===== src/rtl/fetch_align_unit.sv =====
// fetch_align_unit: fetches 32-bit words into a halfword queue and presents aligned
// 16/32-bit instructions with their PC to decode; redirects flush and refetch.
module fetch_align_unit #(
  parameter int XLEN = 64,
  parameter logic [XLEN-1:0] RESET_PC = 'h100,
  parameter int HQ_DEPTH = 8,
  parameter int IM_AW = 12
) (
  input  logic             clk,
  input  logic             rst_n,
  output logic             o_imem_req,
  output logic [IM_AW-1:0] o_imem_addr,
  input  logic [31:0]      i_imem_rdata,
  input  logic             i_redirect,
  input  logic [XLEN-1:0]  i_redirect_target,
  output logic             o_valid,
  input  logic             i_id_ready,
  output logic [31:0]      o_instr,
  output logic [XLEN-1:0]  o_pc,
  output logic             o_is_compressed
);
  localparam int PW = $clog2(HQ_DEPTH);
  localparam int CW = PW + 2;

  logic [XLEN-1:0] fpc, head_pc;
  logic [15:0]     hq [HQ_DEPTH];
  logic [PW-1:0]   rd_ptr, wr_ptr;
  logic [PW:0]     count;
  logic            inflight, skip_lo;
  logic [15:0]     e0, e1;
  logic            is_c, complete, xfer, push;
  logic [1:0]      n_push, n_pop;
  logic [CW-1:0]   need;

  assign e0 = hq[rd_ptr];
  assign e1 = hq[rd_ptr + PW'(1)];
  assign is_c = e0[1:0] != 2'b11;
  assign complete = is_c ? (count != '0) : (count >= (PW+1)'(2));
  assign o_valid = complete && !i_redirect;
  assign xfer = o_valid && i_id_ready;
  assign n_pop = xfer ? (is_c ? 2'd1 : 2'd2) : 2'd0;
  // a response arriving in a redirect cycle belongs to the old stream and is dropped
  assign push = inflight && !i_redirect;
  assign n_push = push ? (skip_lo ? 2'd1 : 2'd2) : 2'd0;
  // reserve room for the outstanding response plus the one about to be requested
  assign need = CW'(count) + CW'({inflight, 1'b0}) + CW'(2);
  assign o_imem_req = rst_n && !i_redirect && (need <= CW'(HQ_DEPTH));
  assign o_imem_addr = fpc[IM_AW+1:2];
  assign o_instr = is_c ? {16'h0, e0} : {e1, e0};
  assign o_pc = head_pc;
  assign o_is_compressed = is_c;

  always_ff @(posedge clk or negedge rst_n) begin
    if (!rst_n) begin
      fpc <= RESET_PC;
      head_pc <= RESET_PC;
      count <= '0;
      rd_ptr <= '0;
      wr_ptr <= '0;
      inflight <= 1'b0;
      skip_lo <= 1'b0;
    end else if (i_redirect) begin
      fpc <= i_redirect_target & ~XLEN'(3);
      head_pc <= i_redirect_target & ~XLEN'(1);
      skip_lo <= i_redirect_target[1];
      count <= '0;
      rd_ptr <= '0;
      wr_ptr <= '0;
      inflight <= 1'b0;
    end else begin
      inflight <= o_imem_req;
      if (o_imem_req) fpc <= fpc + XLEN'(4);
      if (push) skip_lo <= 1'b0;
      count <= count + (PW+1)'(n_push) - (PW+1)'(n_pop);
      wr_ptr <= wr_ptr + PW'(n_push);
      rd_ptr <= rd_ptr + PW'(n_pop);
      if (xfer) head_pc <= head_pc + (is_c ? XLEN'(2) : XLEN'(4));
    end
  end

  always_ff @(posedge clk) begin
    if (push && skip_lo) hq[wr_ptr] <= i_imem_rdata[31:16];
    else if (push) begin
      hq[wr_ptr] <= i_imem_rdata[15:0];
      hq[wr_ptr + PW'(1)] <= i_imem_rdata[31:16];
    end
  end
endmodule


===== config.mk =====
export PLATFORM = sky130hd
export DESIGN_NAME = fetch_align_unit
export DESIGN_NICKNAME = d
export VERILOG_FILES = /design/src/rtl/fetch_align_unit.sv
export SDC_FILE = /design/constraint.sdc
export NUM_CORES = 1
export LEC_CHECK = 0
export BUFFER_PORTS_ARGS = -buffer_cell sky130_fd_sc_hd__buf_4
export CAP_MARGIN = 40
export CORE_MARGIN = 2
export CORE_UTILIZATION = 52
export CTS_CLUSTER_SIZE = 20
export DETAILED_ROUTE_END_ITERATION = 16
export GPL_TIMING_DRIVEN = 0
export PLACE_DENSITY = 0.78
export SLEW_MARGIN = 5
export SYNTH_ARGS = -nofsm -noshare
export SYNTH_HDL_FRONTEND = slang
export SYNTH_SLANG_ARGS = --single-unit

===== constraint.sdc =====
create_clock -name clk -period 3.83 [get_ports clk]
set_input_delay 0.766 -clock clk [delete_from_list [all_inputs] [get_ports clk]]
set_output_delay 0.766 -clock clk [all_outputs]
set_load 0.01 [all_outputs]

==> impl_metrics.toml <==
[pwr]
p_per_area_mw_per_mm2 = 470
p_sw_share_pct = 31.8
pwr-share-comb_pct = 32.0
ir_worst_vdd_mv = 0.322
leakagePower_nw = 6.21
clockPowerShare_pct = 31.3
intPower_mw = 5.24
p_seq_share_pct = 36.7
p_sw_mw = 2.44

[job]
maxCapViolations = 0

[logic_synthesis]
ys_ff_latch = 215
yosys-top-cells-count = "a21oi_1 (170), nor2_1 (160), edfxtp_1 (128), nand2_1 (112), dfrtp_1 (85)"
async_flop_share_pct = 40.5
postSynthCellCount = 1200
syn-cell-area_sq_mm = 0.0129
synth_top_flop_cell = "edfxtp_1"
ys_types = 70
synthMostInstantiatedCell = "a21oi_1"
seq_area_frac_synth_pct = 46.7
synthTopCellsByArea = "edfxtp_1 (30%), dfrtp_1 (16%), mux4_2 (11%)"
yosysTopAreaCellShare_pct = 29.8
yosysWarnings = 0
yosys.area.top_type = "edfxtp_1"
synth_edf_count = 128
avgSynthCellArea_sq_um = 10.8
synth_nets = 1321

[sta]
fin_crit_ns = 3.80
finClkSkew_ns = 0.0153
rsz0062_at_grt = "true"
setup_violations = 0
tns_ns = 0
timing.slew.headroom_pct = 32.9
finalHoldViolCount = 0
tightest_slew_ns = 1.01
fin_crit_sh_pct = 99.1
fmax_mhz = 263
drv_slew = 0
finalHoldWorstSlack_ns = 0.219

[clock_tree]
clock_path_buffers = 3
cts_root_buf = "clkbuf_16"
path_clk_slew_ns = 0.06
numCtsBuffers = 25
cts_sinks = 215
cts_tree = "yes"
htree_levels = 1
clock_latency_ns = 0.53

[worst_setup_path]
end_kind = "output port"
crit_required_ns = 3.06
crit_arrival_ns = 3.03
startpoint_type = "flip-flop"
critPathKind = "flip-flop to output port"
cp_max_fo = 10

[placement]
io_buffers = 192
dp.cells = 1735
hpwlAfterDp_mm = 30.5
place_congestion = 0.979

[final_layout]
final_core_util_pct = 67.2
area_delta_synth_final_pct = 26.6
nets = 1584
ff_latch_area_sq_mm = 0.00602
layoutNonFillerInstCount = 1806
multi_input_area_sq_mm = 0.00664
drive_above_1_share_pct = 30.6
nFillCells = 1763

[grt]
grt_max_degree = 52
grt_pass1_vias = 11312
grt_pass1_wl_mm = 64.7
antenna_found_initial = 1
grtUsageTotal_pct = 32.6
grt-ovfl-total = 0

[floorplanning]
die_h_um = 162
core-area_sq_mm = 0.0243
row_count = 57
die_area_sq_mm = 0.0261
die_w_um = 162
ioPinCount = 211
initial_utilization_pct = 53.1

[detailed_routing]
drc = 0
wl_mm = 43.6
num_vias = 11688
dr.pass1.iters = 6
wl_per_cell_um = 24.2
viasPerCell = 6.47
first_iter_violations = 1646
antenna_left = 0

[worst_hold_path]
hp-class = "input port to asynchronous set/reset pin"

[run_status]
status = "finished, final reports clean"
## kinds of logic after synthesis
family | Yosys count | synth area share [%]
AND/OR/NAND/NOR | 388 | 14.1
multiplexers | 129 | 16.7
adder cells (fa/ha/maj) | 21 | 2.33
buffers and inverters | 119 | 3.76
flip-flops | 215 | 46.7
other | 1 | 0.0291
AO/OA/AOI/OAI | 266 | 12.3
XOR/XNOR | 61 | 4.14
## flip-flops by register name, indices dropped and copies added (netlist names)
name / cells
hq: 128
o_pc: 63
fpc: 12
count: 4
rd_ptr: 3
wr_ptr: 3
inflight: 1
skip_lo: 1
## metal layers
metal	global-route usage (%)	share of wire [%]	up-vias
met2	52.7	47	907
met4	14.7	5.3	0
met5	0	0	-
met3	6.52	12	180
met1	42.9	35	5626
li1	-	-	4975
## path summary, 6_finish.rpt
check,depth (start not counted),endpoint,slack (ns),startpoint
worst max-delay path,6,o_instr[5],0.03,rd_ptr[1]
worst min-delay path,1,o_pc[41],0.22,rst_n
worst max register to register,14,o_pc[63],0.03,rd_ptr[0]
worst min register to register,1,skip_lo,0.49,inflight
max in group asynchronous,2,fpc[8],2.90,rst_n
min in group clk,3,o_pc[42],0.45,i_redirect_target[42]
## cell usage in the layout (no fill, tap or decap), types with 4 or more instances in the layout
cell type,n
and4_1,6
mux2_2,44
mux2i_1,18
a31oi_1,9
mux4_2,64
clkbuf_2,5
clkinv_2,5
edfxtp_1,128
a21oi_1,169
nand4_1,22
nor2b_1,9
nand2_1,111
or4_1,5
clkbuf_1,64
nand2b_1,5
o21ai_0,22
inv_1,25
or3_1,6
buf_1,14
xor2_1,26
a2111oi_2,5
buf_2,5
and3_1,7
buf_6,11
fa_1,4
buf_4,220
dfrtp_1,85
ha_1,15
a211oi_1,15
xnor2_1,34
clkbuf_16,26
a2111oi_4,6
nor2_1,160
nand3_1,25
buf_8,12
o21ai_2,6
## metrics by stage
stage          total power, mW  area (sq um)  setup WS (ns)
2_1_floorplan             4.23         12900         0.0137
3_3_place_gp              5.02         14800         -0.745
3_5_place_dp              5.15         15100         -0.773
4_1_cts                   7.61         16200         -0.139
5_1_grt                   7.94         16300         -0.101
6_report                  7.68         16300         0.0331
## area by class of cell
cell class	instances	share of cell area, %
Inverter	26	0.597
Multi-Input combinational cell	866	40.7
Antenna cell	1	0.0153
Timing Repair Buffer	239	11.9
Buffer	90	2.55
Clock buffer	33	4.13
Clock inverter	12	0.850
Tap cell	324	2.48
Sequential cell	215	36.9
## power groups by stage
stage	Clock (mW)	Sequential, mW	Combinational (mW)
2_1_floorplan	0	2.85	1.39
3_3_place_gp	0	2.84	2.18
3_5_place_dp	0	2.85	2.30
4_1_cts	2.40	2.81	2.40
5_1_grt	2.49	2.83	2.61
6_report	2.40	2.82	2.46
## what timing repair did
item                                   4_1_cts  5_1_grt
pin swaps                                   20       13
endpoints found under the hold margin        0        0
setup buffers                               22        6
gates resized for setup                     31       17
hold buffers                                 0        0
setup endpoints to repair                   64       43
## critical path, cell delays in order (launching register included)
cell	delay, ns
dfrtp_1	0.38
clkbuf_1	0.64
clkbuf_1	0.50
buf_6	0.23
mux4_2	0.31
mux2_2	0.29
buf_4	0.15
(Power assumes the default switching activity.)
